**config.mk**
```make
export PLATFORM = sky130hd
export DESIGN_NAME = regfile_wb_flat
export DESIGN_NICKNAME = d
export VERILOG_FILES = /design/src/rtl/regfile_wb_if.sv /design/src/rtl/regfile_wb.sv /design/src/flat_wrapper.sv
export SDC_FILE = /design/constraint.sdc
export NUM_CORES = 1
export LEC_CHECK = 0
export ABC_CLOCK_PERIOD_IN_PS = 6320
export CAP_MARGIN = 15
export CORE_ASPECT_RATIO = 1.25
export CORE_MARGIN = 2
export CORE_UTILIZATION = 61
export DETAILED_ROUTE_END_ITERATION = 10
export PLACE_DENSITY = 0.87
export SKIP_LAST_GASP = 1
export SLEW_MARGIN = 20
export SYNTH_ARGS = -nofsm -noshare
export SYNTH_HDL_FRONTEND = slang
export SYNTH_SLANG_ARGS = --single-unit
```
**constraint.sdc**
```tcl
create_clock -name CLK -period 6.32 [get_ports CLK]
set_clock_uncertainty 0.2 [all_clocks]
set_input_delay 1.264 -clock CLK [delete_from_list [all_inputs] [get_ports CLK]]
set_output_delay 1.264 -clock CLK [all_outputs]
set_load 0.02 [all_outputs]
```
**src/rtl/regfile_wb_if.sv**
```systemverilog
// ALU-side bus of the register-file / write-back stage.
// master: regfile_wb (drives sr1, sr2, pc; sinks the ALU result q).
// slave : ALU (sinks sr1, sr2, pc; drives its registered result q).
interface regfile_wb_if;
  logic [15:0] sr1;
  logic [15:0] sr2;
  logic [15:0] pc;
  logic [15:0] q;

  modport master (output sr1, output sr2, output pc, input q);
  modport slave  (input sr1, input sr2, input pc, output q);
endinterface

```
**src/rtl/regfile_wb.sv**
```systemverilog
// Register file, program counter and write-back stage of the multi-phase CPU.
// Feeds sr1/sr2/pc to the ALU and writes the ALU's registered result back
// to R[rd] or to the pc at the end of PH3.
// Ports:
//   CLK, RSTN   clock, asynchronous active-low reset
//   ph          one-hot phase code (PH0..PH3), one cycle per phase
//   ir          current instruction; rd = ir[10:8], rs2 = ir[7:5], opcode = ir[15:11]
//   alu         regfile_wb_if.master: sr1/sr2 (combinational reads), pc, q (ALU result)
//   wb_valid    one-cycle pulse after a register write
//   wb_addr     index of the last register write
// Configuration macro: REGFILE_R0_ZERO_EN -- R0 reads as zero and ignores writes.
module regfile_wb #(
  parameter int unsigned NREG = 8
) (
  input  logic          CLK,
  input  logic          RSTN,
  input  logic [3:0]    ph,
  input  logic [15:0]   ir,
  regfile_wb_if.master  alu,
  output logic          wb_valid,
  output logic [2:0]    wb_addr
);

  localparam int unsigned DW = 16;
  localparam int unsigned AW = 3;

  // Phase and opcode encodings shared with the rest of the CPU.
  localparam logic [3:0] PH0 = 4'b0001;
  localparam logic [3:0] PH1 = 4'b0010;
  localparam logic [3:0] PH2 = 4'b0100;
  localparam logic [3:0] PH3 = 4'b1000;

  localparam logic [4:0] OP_ADD = 5'b00001;
  localparam logic [4:0] OP_LI  = 5'b00010;
  localparam logic [4:0] OP_B   = 5'b00011;
  localparam logic [4:0] OP_BNZ = 5'b00100;

  logic [DW-1:0] regs_q [NREG];
  logic [DW-1:0] regs_d [NREG];
  logic [DW-1:0] pc_q, pc_d;
  logic          wb_valid_q, wb_valid_d;
  logic [AW-1:0] wb_addr_q, wb_addr_d;

  logic [AW-1:0] rd;
  logic [AW-1:0] rs2;

  assign rd  = ir[10:8];
  assign rs2 = ir[7:5];

  // Next-state: phase/opcode decode, first matching pattern wins.
  always_comb begin
    regs_d     = regs_q;
    pc_d       = pc_q;
    wb_valid_d = 1'b0;
    wb_addr_d  = wb_addr_q;

    casez ({ph, ir})
      {PH0, 16'b????????????????}: begin
      end
      {PH1, 16'b????????????????}: begin
        pc_d = pc_q + DW'(1);
      end
      {PH2, 16'b????????????????}: begin
      end
      {PH3, OP_ADD, 11'b???????????},
      {PH3, OP_LI,  11'b???????????}: begin
`ifdef REGFILE_R0_ZERO_EN
        if (rd != AW'(0)) begin
          regs_d[rd] = alu.q;
        end
`else
        regs_d[rd] = alu.q;
`endif
        wb_valid_d = 1'b1;
        wb_addr_d  = rd;
      end
      // A not-taken BNZ arrives with q == pc, so the pc simply holds.
      {PH3, OP_B,   11'b???????????},
      {PH3, OP_BNZ, 11'b???????????}: begin
        pc_d = alu.q;
      end
      default: begin
      end
    endcase
  end

  // State registers.
  always_ff @(posedge CLK or negedge RSTN) begin
    if (!RSTN) begin
      for (int unsigned i = 0; i < NREG; i++) begin
        regs_q[i] <= '0;
      end
      pc_q       <= '0;
      wb_valid_q <= 1'b0;
      wb_addr_q  <= '0;
    end else begin
      regs_q     <= regs_d;
      pc_q       <= pc_d;
      wb_valid_q <= wb_valid_d;
      wb_addr_q  <= wb_addr_d;
    end
  end

  // Combinational operand reads, no write bypass.
  always_comb begin
    alu.sr1 = regs_q[rd];
    alu.sr2 = regs_q[rs2];
`ifdef REGFILE_R0_ZERO_EN
    if (rd == AW'(0)) begin
      alu.sr1 = '0;
    end
    if (rs2 == AW'(0)) begin
      alu.sr2 = '0;
    end
`endif
  end

  assign alu.pc   = pc_q;
  assign wb_valid = wb_valid_q;
  assign wb_addr  = wb_addr_q;

endmodule

```
**src/flat_wrapper.sv**
```systemverilog
// flat-port wrapper written by rule: the top's interface ports become plain ports
module regfile_wb_flat 
#(
  parameter int unsigned NREG = 8
)
  (CLK, RSTN, ph, ir, wb_valid, wb_addr, alu_sr1, alu_sr2, alu_pc, alu_q);
  regfile_wb_if alu_i ();
  input  logic CLK;
  input  logic RSTN;
  input  logic [3:0] ph;
  input  logic [15:0] ir;
  output logic wb_valid;
  output logic [2:0] wb_addr;
  output wire logic [$bits(alu_i.sr1)-1:0] alu_sr1;
  output wire logic [$bits(alu_i.sr2)-1:0] alu_sr2;
  output wire logic [$bits(alu_i.pc)-1:0] alu_pc;
  input wire logic [$bits(alu_i.q)-1:0] alu_q;
  assign alu_sr1 = alu_i.sr1;
  assign alu_sr2 = alu_i.sr2;
  assign alu_pc = alu_i.pc;
  assign alu_i.q = alu_q;
  regfile_wb #(.NREG(NREG)) u_core (.CLK(CLK), .RSTN(RSTN), .ph(ph), .ir(ir), .alu(alu_i), .wb_valid(wb_valid), .wb_addr(wb_addr));
endmodule
```
==> results of run 1 <==
-- cell families after synthesis --
| group | count (synthesis) | synth area share, % |
|---|---|---|
| simple gates | 64 | 5.522 |
| buf+inv | 39 | 2.831 |
| compound gates | 30 | 2.831 |
| fa+ha+maj | 1 | 0.1555 |
| flops | 148 | 46.04 |
| xor+xnor | 3 | 0.3267 |
| mux | 232 | 42.29 |
-- synthesized netlist by cell type (2+ instances only) --
cell      instances  share of area (%)
mux2_4           20                3.7
xnor2_1           2               0.22
nor2_1            4               0.19
nor3b_1           2               0.19
mux2i_1           5               0.62
clkbuf_1         13               0.61
mux4_2           64                 18
nor4_1            8               0.62
buf_4             3               0.28
nand2_1           6               0.28
buf_12            2               0.50
mux2_2          143                 20
and4_1            3               0.33
o211ai_1          2               0.19
nand2b_1          2               0.16
buf_2            12               0.75
or4_1             2               0.19
dfrtp_1         148                 46
nand3_1          10               0.62
and2_1            3               0.23
nand4_1           5               0.39
a221o_1          10                1.2
nor3_1            2               0.12
and4b_1           2               0.25
a21oi_1           2               0.12
buf_6             3               0.42
buf_1             5               0.23
nand2_2           2               0.16
o21ai_0          10               0.62
-- power groups by stage --
stage	sequential (uW)	clock (uW)	combinational (uW)
3_3_place_gp	1030	0	256
5_1_grt	1030	1170	284
6_report	1020	1120	263
4_1_cts	1020	1130	267
2_1_floorplan	1050	0	112
3_5_place_dp	1040	0	263
-- metrics by stage --
step	cell area (um^2)	worst slack [ps]	hold slack (ps)	utilization, %
after floorplan	8044	1993	291.0	-
after global placement	8974	1272	298.7	70.23
after detailed placement	8974	1255	310.8	70.23
after CTS	9625	1254	325.4	75.33
after global routing	9633	1207	342.6	75.39
final	9633	1239	321.5	75.39
-- routing by layer --
metal	part of all wire, %	wire length (um)	global-route usage (%)
met5	0	0	0
met4	3.1	602	11.54
met3	5.4	1057	5.388
met2	53	10420	50.81
met1	38	7440	37.68
-- sequential cells by signal, summed over array words and instances, names as in the netlist --
signal,cells
u_core.wb_valid,1
u_core.wb_addr,3
u_core.alu.pc,16
u_core.regs_q,128
-- layout by cell type (no fill, tap or decap), types with 4 or more instances in the layout --
master | synthesis | routed
a221o_1 | 10 | 10
buf_4 | 3 | 9
bufinv_16 | 0 | 5
clkbuf_16 | 0 | 17
clkdlybuf4s50_1 | 0 | 80
dfrtp_1 | 148 | 148
mux2_2 | 143 | 143
mux2_4 | 20 | 20
mux2i_1 | 5 | 5
mux4_2 | 64 | 64
nand2_1 | 6 | 6
nand3_1 | 10 | 10
nand4_1 | 5 | 5
nor2_1 | 4 | 4
nor4_1 | 8 | 8
o21ai_0 | 10 | 10
-- critical path: stages --
cell             delay (ps)
clkdlybuf4s50_1        1080
buf_4                   360
mux2_2                  360
clkdlybuf4s50_1         540
-- cell type report --
class                   count  area share [%]
flip-flops and latches    148           38.45
repair buffers             95           9.703
well taps                 168           2.182
clock buffers              23           4.962
clock inverters             9           1.805
inverters                   1         0.03897
multi-input cells         330           42.86
-- worst min-delay path by stage --
stage / start / to / cells after the start
5_1_grt: u_core.regs_q[120]$_DFFE_PN0P_ / u_core.regs_q[120]$_DFFE_PN0P_ / 1
3_3_place_gp: u_core.regs_q[83]$_DFFE_PN0P_ / u_core.regs_q[83]$_DFFE_PN0P_ / 1
4_1_cts: u_core.wb_addr[0]$_DFFE_PN0P_ / u_core.wb_addr[0]$_DFFE_PN0P_ / 1
2_1_floorplan: u_core.regs_q[80]$_DFFE_PN0P_ / u_core.regs_q[80]$_DFFE_PN0P_ / 1
6_report: u_core.wb_addr[0]$_DFFE_PN0P_ / u_core.wb_addr[0]$_DFFE_PN0P_ / 1
3_5_place_dp: u_core.regs_q[88]$_DFFE_PN0P_ / u_core.regs_q[88]$_DFFE_PN0P_ / 1
==> summary.md, run 1 <==
| Metric | Value |
|---|---|
| Outcome | `finished, final reports clean` |
| Syn_area_per_cell | `15.56 um^2` |
| Via/cell ratio | `6.764` |
| Multi-input logic area | `0.004129 mm^2` |
| Port bufs | `84` |
| Synth Flop Type | `dfrtp_1` |
| Drt first pass iters | `5` |
| P per Cell Area | `250.0 mW/mm^2` |
| Post-CTS setup buffer count | `0` |
| Initial Utilization | `62.96%` |
| Switch share | `23.65%` |
| Share of post-route cells with drive strength above 1 | `46.86%` |
| Dpl cells | `742` |
| Final setup vio count | `0` |
| R2r setup slk | `4230 ps` |
| Initial antenna violation count | `0` |
| Min Tclk post-route | `5081 ps` |
| Worst Path Class, Setup | `input port to primary output` |
| Clk sinks | `148` |
| Post-Syn Area | `0.008044 mm^2` |
| Pwr Total | `2409 uW` |
| Final ANT Viol Nets | `0` |
| Synth warn | `0` |
| Routed WL | `19.52 mm` |
| R2R depth | `5` |
| Post-cts gate resize count | `0` |
| Global Route Usage Sum | `29.72%` |
| Die Span Y | `132.4 um` |
| Slew HR | `28.39%` |
| RSZ-0062 raised after global routing | `no` |
| Inserted Diodes | `0` |
| Syn Inst Count | `517` |
| Seq. cell area | `0.003704 mm^2` |
| Clock share of power | `46.6%` |
| Root Driver | `clkbuf_16` |
| Number of max-cap violations | `0` |
| Post-synth EDFFs | `0` |
| Min-delay worst type | `flip-flop to flip-flop` |
| CTS tree | `done` |
| Hpwl dp | `12.12 mm` |
| First-pass GRT wire length | `31.43 mm` |
| Synthesis-stage register bit count | `148` |
| Critical Path End | `alu_sr1[6]` |
| Nets@finish | `632` |
| Async set-reset flop share out of synthesis | `100.0%` |
| Row count | `46` |
| Die area | `0.01413 mm^2` |
| Final Non-Filler Cells | `774` |
| Routability cong. | `0.8134` |
| Hold buffers post-CTS | `0` |
| Clk Latency, worst-skew pair | `430 ps` |
| Number of global-route vias before repair | `5609` |
| Leakage | `0.004314 uW` |
| Combinational share of power | `10.9%` |
| FMAX | `196.8 MHz` |
| Clock-pin slew reported for the worst setup and hold paths after clock tree synthesis | `60 ps` |
| Int Pwr | `1839 uW` |
| Initial drt markers | `527` |
| Fill cells | `794` |
| Crit path launch type | `input port` |
| CP endpoint kind | `primary output` |
| Vias after detailed routing | `5235` |
| Critical Path Start | `ir[10]` |
| Reg2Reg Launch Point | `u_core.alu.pc[0]$_DFFE_PN0P_` |
| Area growth, synth to finish | `19.75%` |
| TNS Setup | `0 ps` |
| CTS Buffer Depth | `2` |
| Worst VDD drop | `0.0002068 V` |
| Unique masters post-synth | `51` |
| Core Region | `0.01278 mm^2` |
| Sequential area share after synthesis | `46.04%` |
| Crit Reg-Reg Endpoint | `u_core.alu.pc[12]$_DFFE_PN0P_` |
| Final hold viol count | `0` |
| Fin. max-slew vios | `0` |
| Die X | `106.7 um` |
| Post-route DRC | `0` |
| Drt wl/cell | `25.22 um` |
| Ports | `90` |
| Worst EP required | `4860 ps` |
| Synthesized Nets | `556` |
| Crit path max fanout | `14` |
| Max H-tree Level | `4` |
| GRT overflow | `0` |
| Sw power | `569.7 uW` |
| Slew @ Worst Pin | `1071 ps` |
| Final period util | `80.40%` |
| CTS buffer count | `17` |
| Crit path arrival time | `3620 ps` |
| Sequential fraction of design power | `42.5%` |
| Largest net degree at the start of global routing | `107` |
(Power assumes the default switching activity.)
==> inputs of run 2 (changes only) <==
- ABC_CLOCK_PERIOD_IN_PS: 6320 -> 4340
- CORE_UTILIZATION: 61 -> 51
- PLACE_DENSITY: 0.87 -> 0.77
- clock period: 6.32 -> 4.34 ns (I/O delays scaled with it)
==> summary.md, run 2 (synthesis results as in run 1) <==
| Metric | Value |
|---|---|
| Number of global-route vias before repair | `5502 (-1.9%)` |
| Core Region | `0.01551 mm^2 (+21%)` |
| Min-delay worst type | `flip-flop to flip-flop` |
| Most frequent cells in the layout | `148 x dfrtp_1, 143 x mux2_2, 80 x clkdlybuf4s50_1` |
| Port bufs | `84 (unchanged)` |
| Worst EP required | `3270 ps (-1590 ps)` |
| Int Pwr | `2427 uW (+32%)` |
| Worst VDD drop | `0.0002476 V (+20%)` |
| Fin. max-slew vios | `0 (unchanged)` |
| Leakage | `0.004294 uW (-0.47%)` |
| Routability cong. | `0.8270 (+1.7%)` |
| Final ANT Viol Nets | `0 (unchanged)` |
| Initial antenna violation count | `0 (unchanged)` |
| TNS Setup | `0 ps (unchanged)` |
| Post-route DRC | `0 (unchanged)` |
| Post-cts gate resize count | `0 (unchanged)` |
| Initial Utilization | `51.88% (-11 points)` |
| Crit path max fanout | `27 (+13)` |
| Slew HR | `41.64% (+13 points)` |
| Inserted Diodes | `0 (unchanged)` |
| Share of post-route cells with drive strength above 1 | `47.29% (+0.43 points)` |
| Final design utilization | `62.21% (-13 points)` |
| Row count | `51 (+11%)` |
| Most common cell after layout, fill and taps aside | `dfrtp_1` |
| Clk Latency, worst-skew pair | `420 ps (about the same)` |
| Clock share of power | `42.0% (-4.6 points)` |
| Clock-pin slew reported for the worst setup and hold paths after clock tree synthesis | `50 ps (about the same)` |
| Ports | `90 (unchanged)` |
| Final setup vio count | `0 (unchanged)` |
| CTS Buffer Depth | `2 (unchanged)` |
| Crit path arrival time | `2870 ps (-750 ps)` |
| Largest register FFs | `128 (unchanged)` |
| Hold buffers post-CTS | `0 (unchanged)` |
| Max H-tree Level | `4 (unchanged)` |
| Hold Path Sink | `u_core.wb_addr[0]$_DFFE_PN0P_` |
| First-pass GRT wire length | `30.41 mm (-3.2%)` |
| Vias after detailed routing | `5116 (-2.3%)` |
| Number of max-cap violations | `0 (unchanged)` |
| Final period util | `90.68%` |
| Initial drt markers | `319 (-39%)` |
| Largest net degree at the start of global routing | `93 (-13%)` |
| Worst Path Class, Setup | `input port to primary output` |
| Fill cells | `1172 (+48%)` |
| FMAX | `254.1 MHz` |
| Pwr Total | `3234 uW (+34%)` |
| Post-CTS setup buffer count | `0 (unchanged)` |
| Min Tclk post-route | `3936 ps` |
| R2R depth | `5 (unchanged)` |
| Sw power | `806.5 uW (+42%)` |
| Drt wl/cell | `23.60 um (-6.4%)` |
| Via/cell ratio | `6.231 (-7.9%)` |
| Hold Path Depth | `1 (unchanged)` |
| Nets@finish | `637 (+0.79%)` |
| GRT overflow | `0 (unchanged)` |
| CP endpoint kind | `primary output` |
| Outcome | `finished, final reports clean` |
| Clk sinks | `148 (unchanged)` |
| Die X | `116.3 um (+9.0%)` |
| Slew @ Worst Pin | `875.5 ps (-195.3 ps)` |
| Root Driver | `clkbuf_16` |
| Crit path launch type | `input port` |
| P per Cell Area | `335.2 mW/mm^2 (+34%)` |
| Crit Reg-Reg Endpoint | `u_core.alu.pc[12]$_DFFE_PN0P_` |
| Sequential fraction of design power | `46.0% (+3.5 points)` |
| Die area | `0.01680 mm^2 (+19%)` |
| Switch share | `24.94% (+1.3 points)` |
| Hold Path Origin | `u_core.wb_addr[0]$_DFFE_PN0P_` |
| Area growth, synth to finish | `19.93%` |
| Drt first pass iters | `4 (-1)` |
| Global Route Usage Sum | `24.71% (-5.0 points)` |
| Routed WL | `19.38 mm (-0.73%)` |
| Final hold viol count | `0 (unchanged)` |
| CTS tree | `done` |
| RSZ-0062 raised after global routing | `no` |
| Biggest register | `u_core.regs_q` |
| Hpwl dp | `12.17 mm (+0.39%)` |
| CTS buffer count | `17 (unchanged)` |
| Die Span Y | `144.4 um (+9.1%)` |
| R2r setup slk | `2310 ps (-1920 ps)` |
| Combinational share of power | `12.0% (+1.1 points)` |
| Reg2Reg Launch Point | `u_core.alu.pc[0]$_DFFE_PN0P_` |
[run 2: critical path, stage by stage]
cell and delay (ps):
buf_2 540, buf_4 290, mux4_2 320, mux2_2 290, clkdlybuf4s50_1 540
[run 2: per-stage QoR]
| step | hold slack (ps) | instances | area [um^2] | worst slack (ps) |
|---|---|---|---|---|
| 2_1_floorplan | 291.0 | 517 | 8044 | 804.7 |
| 3_3_place_gp | 291.7 | 791 | 9104 | 431.3 |
| 3_5_place_dp | 298.0 | 791 | 9104 | 413.5 |
| 4_1_cts | 310.4 | 821 | 9647 | 409.6 |
| 5_1_grt | 318.4 | 821 | 9647 | 324.5 |
| 6_report | 307.5 | 821 | 9647 | 404.4 |
[run 2: worst max-delay path by stage]
stage / to / start / slack [ps] / cells past startpoint
finish: alu_sr1[12] / ir[9] / 400 / 5
global placement: alu_sr1[15] / ir[9] / 430 / 5
floorplan: alu_sr1[0] / ir[8] / 800 / 4
CTS: alu_sr1[15] / ir[9] / 410 / 5
global route: alu_sr1[15] / ir[9] / 320 / 5
detailed placement: alu_sr1[15] / ir[9] / 410 / 5
[run 2: area by class of cell]
type / instances / area, um^2 / area share (%)
clock buffers: 21 / 460.4 / 4.773
clock inverters: 9 / 82.58 / 0.8560
inverters: 1 / 3.754 / 0.03891
multi-input cells: 330 / 4121 / 42.72
flip-flops and latches: 148 / 3704 / 38.39
well taps: 212 / 265.3 / 2.750
repair buffers: 100 / 1010 / 10.47
[run 2: metal layers]
| layer | wire length, um | up-vias | track usage (%) |
|---|---|---|---|
| li1 | - | 2217 | - |
| met1 | 7838 | 2728 | 31.34 |
| met2 | 10320 | 138 | 42.53 |
| met3 | 768 | 33 | 4.401 |
| met4 | 448 | 0 | 8.835 |
| met5 | 0 | - | 0 |
[run 2: power by group through the flow]
stage               clock network (uW)  registers (uW)  logic, uW
floorplan                            0            1530        164
finish                            1360            1490        388
CTS                               1370            1490        393
global route                      1430            1490        416
global placement                     0            1510        384
detailed placement                   0            1510        390
==> inputs of run 3 (changes only) <==
- CAP_MARGIN: 15 -> 0
==> results of run 3 <==
Same layout as run 2: the final DEF is identical, and so are final timing and power.
